File: src/rtl/vending_machine_ctrl.sv
// Vending controller for 8 slots: card or coin payment, stock tracking, greedy change.
// Define DOLLAR_COIN_EN to accept the dollar coin input as 100 cents.
module vending_machine_ctrl (
  input  logic        clk,
  input  logic        rst,
  input  logic [3:0]  index,
  input  logic        payment_method,
  input  logic [8:0]  credit_balance,
  input  logic        nickel,
  input  logic        dime,
  input  logic        quarter,
  input  logic        dollar,
  input  logic [63:0] cost,
  input  logic        cancel,
  input  logic [23:0] current_inventory,
  output logic        dispensed,
  output logic [8:0]  change,
  output logic [4:0]  quart,
  output logic [4:0]  dim,
  output logic [4:0]  nick
);

  localparam int unsigned NUM_ITEMS = 8;
  localparam int unsigned PRICE_W   = 8;
  localparam int unsigned INV_W     = 3;
  localparam int unsigned CREDIT_W  = 9;
  localparam int unsigned COIN_W    = 5;
  localparam int unsigned SEL_W     = 4;
  localparam int unsigned SLOT_W    = 3;
  localparam int unsigned SUM_W     = CREDIT_W + 1;

  localparam logic [1:0] ST_INIT    = 2'd0;
  localparam logic [1:0] ST_COLLECT = 2'd1;
  localparam logic [1:0] ST_VEND    = 2'd2;
  localparam logic [1:0] ST_CHANGE  = 2'd3;

  logic [1:0]          state;
  logic [1:0]          state_nxt;
  logic [CREDIT_W-1:0] credit;
  logic [SEL_W-1:0]    sel_reg;
  logic [INV_W-1:0]    inv [NUM_ITEMS];
  logic                card_lock;
  logic                card_txn;
  logic                nickel_q;
  logic                dime_q;
  logic                quarter_q;
  logic                dollar_rise;

  logic                do_cancel;
  logic                do_select;
  logic                coin_en;

  // Greedy quarter/dime/nickel split of an amount; sub-nickel remainder is dropped.
  function automatic logic [3*COIN_W-1:0] coin_split(input logic [CREDIT_W-1:0] amt);
    logic [CREDIT_W-1:0] rem_q;
    logic [CREDIT_W-1:0] rem_d;
    rem_q = amt % CREDIT_W'(25);
    rem_d = rem_q % CREDIT_W'(10);
    return {COIN_W'(amt / CREDIT_W'(25)),
            COIN_W'(rem_q / CREDIT_W'(10)),
            COIN_W'(rem_d / CREDIT_W'(5))};
  endfunction

`ifdef DOLLAR_COIN_EN
  logic dollar_q;

  always_ff @(posedge clk or negedge rst) begin
    if (!rst) dollar_q <= 1'b0;
    else      dollar_q <= dollar;
  end

  assign dollar_rise = dollar & ~dollar_q;
`else
  logic unused_dollar;

  assign unused_dollar = dollar;
  assign dollar_rise   = 1'b0;
`endif

  // Coin insertions count once per rising edge; simultaneous coins are summed.
  logic                nickel_rise;
  logic                dime_rise;
  logic                quarter_rise;
  logic [SUM_W-1:0]    coin_sum;
  logic [SUM_W-1:0]    credit_sum;
  logic                coin_fits;

  assign nickel_rise  = nickel  & ~nickel_q;
  assign dime_rise    = dime    & ~dime_q;
  assign quarter_rise = quarter & ~quarter_q;

  always_comb begin
    coin_sum = '0;
    if (nickel_rise)  coin_sum = coin_sum + SUM_W'(5);
    if (dime_rise)    coin_sum = coin_sum + SUM_W'(10);
    if (quarter_rise) coin_sum = coin_sum + SUM_W'(25);
    if (dollar_rise)  coin_sum = coin_sum + SUM_W'(100);
  end

  assign credit_sum = {1'b0, credit} + coin_sum;
  assign coin_fits  = ~credit_sum[CREDIT_W];

  // Selected-slot qualification.
  logic [SLOT_W-1:0]   slot;
  logic                slot_valid;
  logic [PRICE_W-1:0]  price;
  logic                stock_ok;
  logic                afford;
  logic                vend_ok;
  logic                sel_change;

  assign slot       = sel_reg[SLOT_W-1:0];
  assign slot_valid = ~sel_reg[SEL_W-1];
  assign price      = cost[{slot, 3'b000} +: PRICE_W];
  assign stock_ok   = (inv[slot] != '0);
  assign sel_change = (index != sel_reg);

  always_comb begin
    afford = 1'b0;
    if (payment_method) afford = !card_lock && (credit_balance >= CREDIT_W'(price));
    else                afford = (credit >= CREDIT_W'(price));
  end

  assign vend_ok = slot_valid && stock_ok && afford;

  // Next-state and per-cycle control decode.
  always_comb begin
    state_nxt = state;
    do_cancel = 1'b0;
    do_select = 1'b0;
    coin_en   = 1'b0;
    case (state)
      ST_INIT:    state_nxt = ST_COLLECT;
      ST_COLLECT: begin
        coin_en = !payment_method && !cancel;
        if (cancel)          do_cancel = 1'b1;
        else if (sel_change) do_select = 1'b1;
        else if (vend_ok)    state_nxt = ST_VEND;
      end
      ST_VEND:    state_nxt = ST_CHANGE;
      ST_CHANGE:  state_nxt = ST_COLLECT;
      default:    state_nxt = ST_INIT;
    endcase
  end

  always_ff @(posedge clk or negedge rst) begin
    if (!rst) state <= ST_INIT;
    else      state <= state_nxt;
  end

  // Datapath: credit, selection, inventory and registered outputs.
  always_ff @(posedge clk or negedge rst) begin
    if (!rst) begin
      credit    <= '0;
      sel_reg   <= '0;
      card_lock <= 1'b0;
      card_txn  <= 1'b0;
      nickel_q  <= 1'b0;
      dime_q    <= 1'b0;
      quarter_q <= 1'b0;
      dispensed <= 1'b0;
      change    <= '0;
      quart     <= '0;
      dim       <= '0;
      nick      <= '0;
      for (int unsigned k = 0; k < NUM_ITEMS; k++) inv[k] <= '0;
    end else begin
      nickel_q  <= nickel;
      dime_q    <= dime;
      quarter_q <= quarter;
      dispensed <= 1'b0;

      if (coin_en && coin_fits) credit <= credit_sum[CREDIT_W-1:0];

      case (state)
        ST_INIT: begin
          for (int unsigned k = 0; k < NUM_ITEMS; k++)
            inv[k] <= current_inventory[INV_W*k +: INV_W];
          sel_reg   <= index;
          card_lock <= 1'b0;
        end
        ST_COLLECT: begin
          if (do_cancel) begin
            if (payment_method) begin
              card_lock <= 1'b0;
            end else begin
              change              <= credit;
              {quart, dim, nick}  <= coin_split(credit);
              credit              <= '0;
            end
          end else if (do_select) begin
            sel_reg   <= index;
            card_lock <= 1'b0;
            change    <= '0;
            quart     <= '0;
            dim       <= '0;
            nick      <= '0;
          end
        end
        ST_VEND: begin
          dispensed <= 1'b1;
          inv[slot] <= inv[slot] - INV_W'(1);
          card_txn  <= payment_method;
          if (payment_method) begin
            change    <= credit_balance - CREDIT_W'(price);
            card_lock <= 1'b1;
          end else begin
            change <= credit - CREDIT_W'(price);
            credit <= '0;
          end
        end
        ST_CHANGE: begin
          if (card_txn) {quart, dim, nick} <= '0;
          else          {quart, dim, nick} <= coin_split(change);
        end
        default: ;
      endcase
    end
  end

endmodule

File: config.mk
export PLATFORM = sky130hd
export DESIGN_NAME = vending_machine_ctrl
export DESIGN_NICKNAME = d
export VERILOG_FILES = /design/src/rtl/vending_machine_ctrl.sv
export SDC_FILE = /design/constraint.sdc
export NUM_CORES = 1
export LEC_CHECK = 0
export BUFFER_PORTS_ARGS = -buffer_cell sky130_fd_sc_hd__buf_2
export CAP_MARGIN = 20
export CORE_MARGIN = 5
export CORE_UTILIZATION = 33
export CTS_CLUSTER_SIZE = 8
export DETAILED_ROUTE_END_ITERATION = 16
export GPL_ROUTABILITY_DRIVEN = 0
export MAX_ROUTING_LAYER = met4
export PLACE_DENSITY = 0.48
export RECOVER_POWER = 100
export SYNTH_ARGS = -nofsm -noshare
export SYNTH_HDL_FRONTEND = slang
export SYNTH_SLANG_ARGS = --single-unit
File: constraint.sdc
create_clock -name clk -period 9.3 [get_ports clk]
set_clock_uncertainty 0.05 [all_clocks]
set_input_delay 0.93 -clock clk [delete_from_list [all_inputs] [get_ports clk]]
set_output_delay 0.93 -clock clk [all_outputs]
set_load 0.02 [all_outputs]
==> results.cfg <==
[status]
status = finished with violations
violations = max-capacitance violations, max-slew violations

[global_routing]
grt_max_degree = 70
grt_first_pass_wirelength_mm = 45.4
grt_pass1_vias = 8599
gr-total-overflow = 0
grt_usage = 0.185
antenna_found_initial = 2

[finish]
drive_above_1_share = 0.159
layout.nets = 1387
synthToLayoutAreaGrowth_pct = 12.4
final_core_util = 0.379
largest_reg_flops = 24
largestRegisters = inv x24, change x9, credit x9
regMostFlops = inv

[setup_path]
max_stage_delay_ns = 0.66
cp.arrival_ns = 8.41
path_common_cell = ha_1
crit_family = compound AO/OA/AOI/OAI gates
end_kind = flop
crit_path_max_fanout = 22
crit_path_top_delay_cell = clkbuf_1
path_class = reg -> reg
worst-path-buf-inv = 2
cp.required_ns = 9.43
cp-start-kind = flop

[die]
placementRows = 59
core_area_um2 = 26100
die_area_um2 = 30000
die_h_um = 173
initial_utilization = 0.337
chipWidth_um = 173
io_pins = 134

[placed_design]
dpl.hpwl_mm = 21.2
port_buffers = 132

[synthesis]
synth_seq_cells = 69
yosys_most_used_dff = dfrtp_1
synth_edf_count = 0
ys_warn_count = 0
synth.distinct_cells = 109
synth_seq_area_share = 0.196
synthesis.area_um2 = 8800
synthCells = 1137
synth_nets = 1297
async_flop_share = 1.00
postSynthAreaPerCell_um2 = 7.74

[sta]
min_period_ns = 8.28
drv_slew = 120
setup_viol = 0
maxSlewHeadroom = -0.468
tightest_slew_ns = 2.20
period_share = 0.891
fmax_mhz = 121
grt_setup_unrepaired = false
tns_ns = 0
hold_viol = 0

[cts]
clk_pin_slew_worst_paths_ns = 0.06
tritoncts = done
worstSkewPairLatency_ns = 0.35
postCtsSetupBuffers = 0
clockBufferDepth = 2
numCtsBuffers = 9
cts-root-buf = clkbuf_16
cts_sinks = 69
cts_hold_buf = 0
h-tree-depth = 3
cts_resized = 0

[routing]
wire_per_inst_um = 17.7
drtPass1Iterations = 5
vias = 8853
drt_iter0_drc = 505
drt-total-wl_mm = 27.7
drcViolationCount = 0
vias_per_cell = 5.65
postRouteAntennaNets = 0

[job]
drv_cap = 3

[hold_path]
hold_path_class = reg -> reg
[logic make-up (layout without fill, tap and decap cells)]
| kind of cell | after synthesis | after routing | share of synthesized area |
|---|---|---|---|
| flip-flops | 69 | 69 | 0.196 |
| adder cells (fa/ha/maj) | 55 | 55 | 0.0797 |
| AO/OA/AOI/OAI | 420 | 420 | 0.339 |
| AND/OR/NAND/NOR | 383 | 383 | 0.220 |
| XOR/XNOR | 39 | 39 | 0.0422 |
| other | 0 | 2 | 0 |
| multiplexers | 53 | 53 | 0.0630 |
| buffers and inverters | 118 | 212 | 0.0597 |
[final timing paths]
path	start	end	slack, ns	depth (start not counted)
setup / recovery	change[7]	nick[0]	1.02	30
hold / removal	nick[4]	nick[4]	0.44	1
setup reg to reg	change[7]	nick[0]	1.02	30
hold reg to reg	nick[4]	nick[4]	0.44	1
max in group asynchronous	rst	change[7]	5.31	2
min in group asynchronous	rst	inv[9]	1.07	1
[synthesized netlist by cell type, types with 23 or more instances]
cell type | count | area, µm²
mux2i_1 | 36 | 360
o21ai_0 | 60 | 300
clkbuf_1 | 29 | 109
nand3_1 | 30 | 150
nor2_1 | 124 | 465
inv_1 | 47 | 176
a21oi_1 | 91 | 455
ha_1 | 48 | 601
a21o_1 | 29 | 218
xnor2_1 | 23 | 201
dfrtp_1 | 69 | 1730
nand2_1 | 85 | 319
[layer usage]
layer  wire length (µm)  vias to the layer above  global-route usage
met5                  0                        -                   -
met2              12900                      184               0.300
li1                   -                     4437                   -
met1              13500                     4215               0.251
met3               1020                       17              0.0253
met4                258                        0              0.0309
[cells in the final DEF (no fill, tap or decap), types with 30 or more instances in the layout]
master and n:
buf_2 105, dfrtp_1 69, ha_1 48, nand3_1 30
nor2_1 124, a21oi_1 91, o21ai_0 62, nand2_1 85
clkbuf_1 35, inv_1 47, mux2i_1 36
[stage by stage]
| step | instances | hold slack (ns) | area [µm²] | setup WS [ns] |
|---|---|---|---|---|
| floorplan | 1137 | 0.410 | 8800 | 2.91 |
| finish | 1568 | 0.436 | 9900 | 1.02 |
| detailed placement | 1548 | 0.425 | 9630 | 1.31 |
| CTS | 1563 | 0.439 | 9950 | 1.30 |
| global placement | 1548 | 0.419 | 9630 | 1.34 |
| global route | 1568 | 0.474 | 9900 | 0.235 |
[final cells by class]
type                            count  area, µm²
Fill cell                        2802      16200
Multi-Input combinational cell    950       6540
Sequential cell                    69       1730
Timing Repair Buffer              145        694
Tap cell                          335        419
Clock buffer                        9        225
Inverter                           52        195
Clock inverter                      6       88.8
Antenna cell                        2       5.00
Power is left out: the tool's default activity adds up to more than one toggle a clock period on the data nets, which glitch-free logic cannot reach.
